**config.mk**
```make
export PLATFORM = sky130hd
export DESIGN_NAME = shift_add_multiplier
export DESIGN_NICKNAME = d
export VERILOG_FILES = /design/src/rtl/shift_add_multiplier.sv
export SDC_FILE = /design/constraint.sdc
export NUM_CORES = 1
export LEC_CHECK = 0
export CAP_MARGIN = 5
export CORE_MARGIN = 3
export CORE_UTILIZATION = 47
export DETAILED_ROUTE_END_ITERATION = 12
export GPL_ROUTABILITY_DRIVEN = 0
export PLACE_DENSITY = 0.8
export SYNTH_ARGS = -nofsm -noshare
export SYNTH_HDL_FRONTEND = slang
export SYNTH_HIERARCHICAL = 1
export SYNTH_SLANG_ARGS = --single-unit
```
**constraint.sdc**
```tcl
create_clock -name CLK -period 2.4 [get_ports CLK]
set_input_delay 0.48 -clock CLK [delete_from_list [all_inputs] [get_ports CLK]]
set_output_delay 0.48 -clock CLK [all_outputs]
set_load 0.01 [all_outputs]
```
**src/rtl/shift_add_multiplier.sv**
```systemverilog
// Sequential unsigned WIDTH x WIDTH multiplier: one ripple-carry add
// and one right shift of the partial product per clock.

module full_adder (
    input  logic a,
    input  logic b,
    input  logic ci,
    output logic s,
    output logic co
);
    assign s  = a ^ b ^ ci;
    assign co = (a & b) | (ci & (a ^ b));
endmodule

module ripple_adder #(
    parameter int WIDTH = 4
) (
    input  logic [WIDTH-1:0] A,
    input  logic [WIDTH-1:0] B,
    input  logic             CIN,
    output logic [WIDTH-1:0] SUM,
    output logic             COUT
);
    logic [WIDTH:0] c;

    assign c[0] = CIN;
    assign COUT = c[WIDTH];

    for (genvar i = 0; i < WIDTH; i++) begin : g_bit
        full_adder u_fa (
            .a  (A[i]),
            .b  (B[i]),
            .ci (c[i]),
            .s  (SUM[i]),
            .co (c[i+1])
        );
    end
endmodule

module shift_add_multiplier #(
    parameter int WIDTH = 4
) (
    input  logic               CLK,
    input  logic               RST,
    input  logic               START,
    input  logic [WIDTH-1:0]   A,
    input  logic [WIDTH-1:0]   B,
    output logic               BUSY,
    output logic               DONE,
    output logic [2*WIDTH-1:0] PRODUCT
);
    localparam int CW = $clog2(WIDTH + 1);

    typedef enum logic [1:0] {
        IDLE,
        RUN,
        FIN
    } state_t;

    state_t             state;
    logic [WIDTH-1:0]   m;
    logic [2*WIDTH-1:0] p;
    logic [CW-1:0]      cnt;

    logic [WIDTH-1:0]   add_a;
    logic [WIDTH-1:0]   add_b;
    logic [WIDTH-1:0]   sum;
    logic               cout;
    logic [2*WIDTH:0]   pre;
    logic [2*WIDTH-1:0] p_next;

    assign add_a = p[2*WIDTH-1:WIDTH];
    assign add_b = p[0] ? m : '0;

    ripple_adder #(
        .WIDTH (WIDTH)
    ) u_add (
        .A    (add_a),
        .B    (add_b),
        .CIN  (1'b0),
        .SUM  (sum),
        .COUT (cout)
    );

    // Carry is kept above the sum, so the shift lands it in bit 2W-1.
    assign pre    = {cout, sum, p[WIDTH-1:0]};
    assign p_next = pre[2*WIDTH:1];

    always_ff @(posedge CLK or posedge RST) begin
        if (RST) begin
            state   <= IDLE;
            m       <= '0;
            p       <= '0;
            cnt     <= '0;
            BUSY    <= 1'b0;
            DONE    <= 1'b0;
            PRODUCT <= '0;
        end else begin
            unique case (state)
                IDLE, FIN: begin
                    DONE <= 1'b0;
                    if (START) begin
                        m     <= A;
                        p     <= {{WIDTH{1'b0}}, B};
                        cnt   <= CW'(WIDTH);
                        BUSY  <= 1'b1;
                        state <= RUN;
                    end else begin
                        BUSY  <= 1'b0;
                        state <= IDLE;
                    end
                end
                RUN: begin
                    p   <= p_next;
                    cnt <= cnt - CW'(1);
                    if (cnt == CW'(1)) begin
                        PRODUCT <= p_next;
                        DONE    <= 1'b1;
                        BUSY    <= 1'b0;
                        state   <= FIN;
                    end
                end
                default: begin
                    BUSY  <= 1'b0;
                    DONE  <= 1'b0;
                    state <= IDLE;
                end
            endcase
        end
    end
endmodule
```
== Yosys cells after proc, flatten, opt, wreduce, memory -nomap -nowiden ==
Cells that the tools add are included.

* Bits in read-only memories: 0
* Word-level logic and storage cells: 49
* Output and inout bits: 10
* Bits in registers: 27
* Input bits: 11
* Latch bits: 0
* Bits in writable memories: 0
* Memories: 0

* $mul: 0
* Reduce and logical (&&, ||, !) cells: 6
* Muxes and demuxes: 13
* Magnitude comparators: 0
* Div/mod/pow operators: 0
* Bitwise operators: 17
* Add/sub/neg operators: 1
* Shifts and indexed selects: 0
* Equality and inequality tests: 5

{| class="wikitable"
|+ Operator list
! operator !! count
|-
| 8-bit one-hot mux with 2 select lines || 1
|-
| 8-bit 2-to-1 mux || 1
|-
| 1-bit AND || 7
|-
| 1-bit XOR || 7
|-
| 3-bit one-hot mux with 2 select lines || 1
|-
| 2-bit AND reduction || 3
|-
| 1-bit 2-to-1 mux || 5
|-
| 4-bit 2-to-1 mux || 1
|-
| 2-bit != test, second input constant || 2
|-
| 2-bit one-hot mux with 2 select lines || 1
|-
| 3-bit by 1-bit == test with 1-bit output, second input constant || 1
|-
| 3-bit 2-to-1 mux || 1
|-
| 1-bit OR || 3
|-
| 3-bit by 1-bit subtractor with 3-bit output, second input constant || 1
|-
| 2-bit by 1-bit == test with 1-bit output, second input constant || 1
|-
| 2-bit == test, second input constant || 1
|-
| 2-bit zero test || 1
|-
| 2-bit 2-to-1 mux || 1
|-
| 1-bit one-hot mux with 2 select lines || 1
|-
| 2-bit nonzero test || 1
|-
| 2-bit OR reduction || 1
|}

== Depth between registers and ports, before layout ==
* Word-level depth: 9
* Mapped depth: 6

== Hierarchy ==
Netlist, hierarchy kept.

{| class="wikitable"
|+ Modules (own cells, without submodules)
! module !! area an instance (um2) !! cells each !! times used !! sequential area each (um2)
|-
| shift_add_multiplier || 1222.4 || 99 || 1 || 675.6
|-
| full_adder || 20.0 || 1 || 4 || 0.0
|}

== Least setup slack after synthesis ==
No wires, ideal clock.

* Path kind: flip-flop to flip-flop
* Start point: register p[0]
* End point: register PRODUCT[6]
* Stages on the path, launching flop included: 7
* Period minus slack after synthesis: 2.537 ns
* Data arrival time: 2.412 ns
* Path slack: -0.137 ns
* Cell sequence: dfrtp_1 -> and2_1 -> fa_1 -> fa_1 -> fa_1 -> fa_1 -> mux2_4

* Word-level cells in the longest chain between the ends: 7
* Elaborated cells on any way between the ends: 12

{| class="wikitable"
|+ Ends and longest elaborated chain
! element !! RTL line !! RTL
|-
| start, declared || 62 || <nowiki>logic [2*WIDTH-1:0] p;</nowiki>
|-
| start signal, assigned || 104 || <nowiki>p <= {{WIDTH{1'b0}}, B};</nowiki>
|-
| start signal, assigned || 114 || <nowiki>p <= p_next;</nowiki>
|-
| 4-bit 2-to-1 mux || 73 || <nowiki>assign add_b = p[0] ? m : '0;</nowiki>
|-
| named net add_b[0] || 66 || <nowiki>logic [WIDTH-1:0] add_b;</nowiki>
|-
| 1-bit AND || 12 || <nowiki>assign co = (a & b) | (ci & (a ^ b));</nowiki>
|-
| named net u_add.c[1] || 24 || <nowiki>logic [WIDTH:0] c;</nowiki>
|-
| 1-bit AND || 12 ||
|-
| 1-bit OR || 12 ||
|-
| named net u_add.c[2] || 24 ||
|-
| 1-bit AND || 12 ||
|-
| 1-bit OR || 12 ||
|-
| named net u_add.c[3] || 24 ||
|-
| 1-bit XOR || 11 || <nowiki>assign s = a ^ b ^ ci;</nowiki>
|-
| named net sum[3] || 67 || <nowiki>logic [WIDTH-1:0] sum;</nowiki>
|-
| end signal, assigned || 117 || <nowiki>PRODUCT <= p_next;</nowiki>
|-
| end, declared || 50 || <nowiki>output logic [2*WIDTH-1:0] PRODUCT</nowiki>
|}

The timed path passes the listed nets, and every way through them passes these cells.
A chain may end at the register's enable or synchronous reset.

== Worst setup path after layout ==
Ends and elaborated chain as after synthesis.

==> out/qor.yml <==
die-height_um: 58.6
first_pass_iters: 4
ctsHoldBuffers: 0
antenna_found_initial: 0
slew_violations: 0
ys_types: 28
nNetsFinal: 145
clockBufferDepth: 2
cts-buffers-inserted: 3
grt_pass1_wl_mm: 3.93
antennaDiodeCount: 0
drt_iter0_markers: 16
outcome: "finished, final reports clean"
hold_viol_final: 0
wl_mm: 2.21
synth.largest_area_cell: "dfrtp_1"
initial_utilization_pct: 51.2
fp.dieArea_um2: 3440
layout-drive-gt1-share_pct: 24.4
grt_max_degree: 28
crit_type: "reg -> reg"
hold_path.class: "in -> async"
cp.required_ps: 2630
io_buffers: 20
place_area_um2: 1540
cts_tree: "built"
clock.fmax_ghz: 0.417
drtAntennaViolNets: 0
core_um2: 2540
yosys_warnings: 6
maxCapViolations: 0
track_usage_pct: 15.8
dp.cells: 152
worst_hold_slack_ps: 484
setup_viol: 0
dieWidth_um: 58.6
htree_levels: 1
wl_per_cell_um: 14.1
skew_ps: 5.16
cp_max_fo: 2
rows: 18
clk_latency_ps: 330
min_period_ps: 2400
leakagePower_nw: 0.725
clk_pin_slew_ps: 140
fin_crit_sh_pct: 99.8
postSynthAreaPerCell_um2: 12.6
io_pins: 21
ys_seq_elements: 27
final_area_um2: 1580
grt_pass1_vias: 880
synth_area_leaders: "dfrtp_1 (52%), mux2_4 (9.2%), fa_1 (6.1%)"
mostFrequentLayoutCells: "dfrtp_1 (27), clkdlybuf4s50_1 (20), nand2_1 (14)"
vias: 798
cts-root-buf: "clkbuf_4"
synthToLayoutAreaGrowth_pct: 20.9
synth_top_area_share_pct: 51.9
cp.arrival_ps: 2630
final_common_cell: "dfrtp_1"
powerDensity_nw_per_um2: 1290
clock_sinks: 27
yosysSeqAreaShare_pct: 51.9
hpwl_mm: 1.63
rsz0062_at_grt: "true"
cp-startpoint: "p[0]"
drc: 0
syn_area_um2: 1300
syn_inst: 103
worstSetupEndpointType: "flip-flop"
fillCellCount: 198
layout.cells.non_filler: 157
overflow: 0
r2r_start: "p[0]"
synthesis.nets: 120
total_power_mw: 2.04
peakVddDrop_v: 0.000671
vias_per_cell: 5.08
worstSetupStartpointType: "flip-flop"
[kinds of logic after synthesis]
logic type	count (synthesis)	share of synthesized area (%)
adder cells (fa/ha/maj)	6	8.07
multiplexers	10	10.9
AO/OA/AOI/OAI	18	10.3
buffers and inverters	9	4.03
AND/OR/NAND/NOR	32	14.6
flip-flops	27	51.9
other	1	0.288
[area by class of cell]
cell class | count | area, µm² | share of cell area (%)
clock inverter | 1 | 7.51 | 0.477
multi-input combinational | 67 | 587 | 37.3
timing repair buffer | 23 | 223 | 14.1
sequential | 27 | 676 | 42.9
tap | 30 | 37.5 | 2.38
inverter | 6 | 22.5 | 1.43
clock buffer | 3 | 22.5 | 1.43
[final timing paths]
check / endpoint / slack [ps] / cells after the start
max in group asynchronous: p[4] / 1670 / 3
max: PRODUCT[6] / 4 / 6
min: state[0] / 480 / 3
max reg2reg: PRODUCT[6] / 4 / 6
min reg2reg: m[2] / 490 / 2
min in group CLK: m[2] / 490 / 2
[sequential cells by signal, indices dropped and copies added, names as in the netlist]
signal   cells
m            4
p            8
state        2
DONE         1
BUSY         1
PRODUCT      8
cnt          3
[power by group]
group          internal, mW  total [mW]  leakage [nW]  switching, mW
clock network        0.0639       0.200        0.0139          0.136
logic                 0.588        1.01         0.382          0.419
registers             0.666       0.829         0.330          0.163
total                  1.32        2.04         0.725          0.718
[synth_stat cells]
| cell | instances |
|---|---|
| a211oi_1 | 1 |
| a21o_4 | 1 |
| a21oi_1 | 5 |
| a22o_2 | 5 |
| and2_1 | 4 |
| and2b_2 | 1 |
| buf_4 | 1 |
| buf_6 | 2 |
| conb_1 | 1 |
| dfrtp_1 | 27 |
| fa_1 | 4 |
| ha_1 | 2 |
| inv_1 | 6 |
| mux2_2 | 1 |
| mux2_4 | 8 |
| mux2i_1 | 1 |
| nand2_1 | 14 |
| nand2b_1 | 3 |
| nand2b_4 | 1 |
| nand3_1 | 1 |
| nand4b_1 | 1 |
| nor2_1 | 2 |
| nor2_4 | 1 |
| nor2_8 | 1 |
| nor2b_1 | 3 |
| o21a_1 | 1 |
| o21ai_0 | 2 |
| o22ai_1 | 3 |
[worst max-delay path: stages (launching register included)]
cell	delay, ps
dfrtp_1	410
and2_4	160
fa_2	360
fa_2	340
fa_2	340
fa_2	420
mux2_4	260
[metrics by stage]
| step | TNS, ps | setup WS, ps | util (%) |
|---|---|---|---|
| after global placement | 0 | 21.9 | 60.3 |
| after global routing | -36.0 | -36.0 | 61.9 |
| after detailed placement | -12.4 | -12.4 | 60.3 |
| final | 0 | 4.23 | 61.9 |
| after CTS | -23.3 | -23.3 | 61.8 |
| after floorplan | 0 | 2.09 | - |
[metal layers]
metal,track usage [%],share of wire [%],up-vias
met5,0,0,-
met4,8.74,2.0,0
met3,3.73,5.1,4
met2,25.0,48,18
met1,19.8,45,384
li1,-,-,392
[what timing repair did]
action,4_1_cts,5_1_grt
gates resized for setup,0,1
buffers inserted,1,0
pin swaps,0,1
endpoints found under the setup margin,1,3
(Power assumes the default switching activity.)
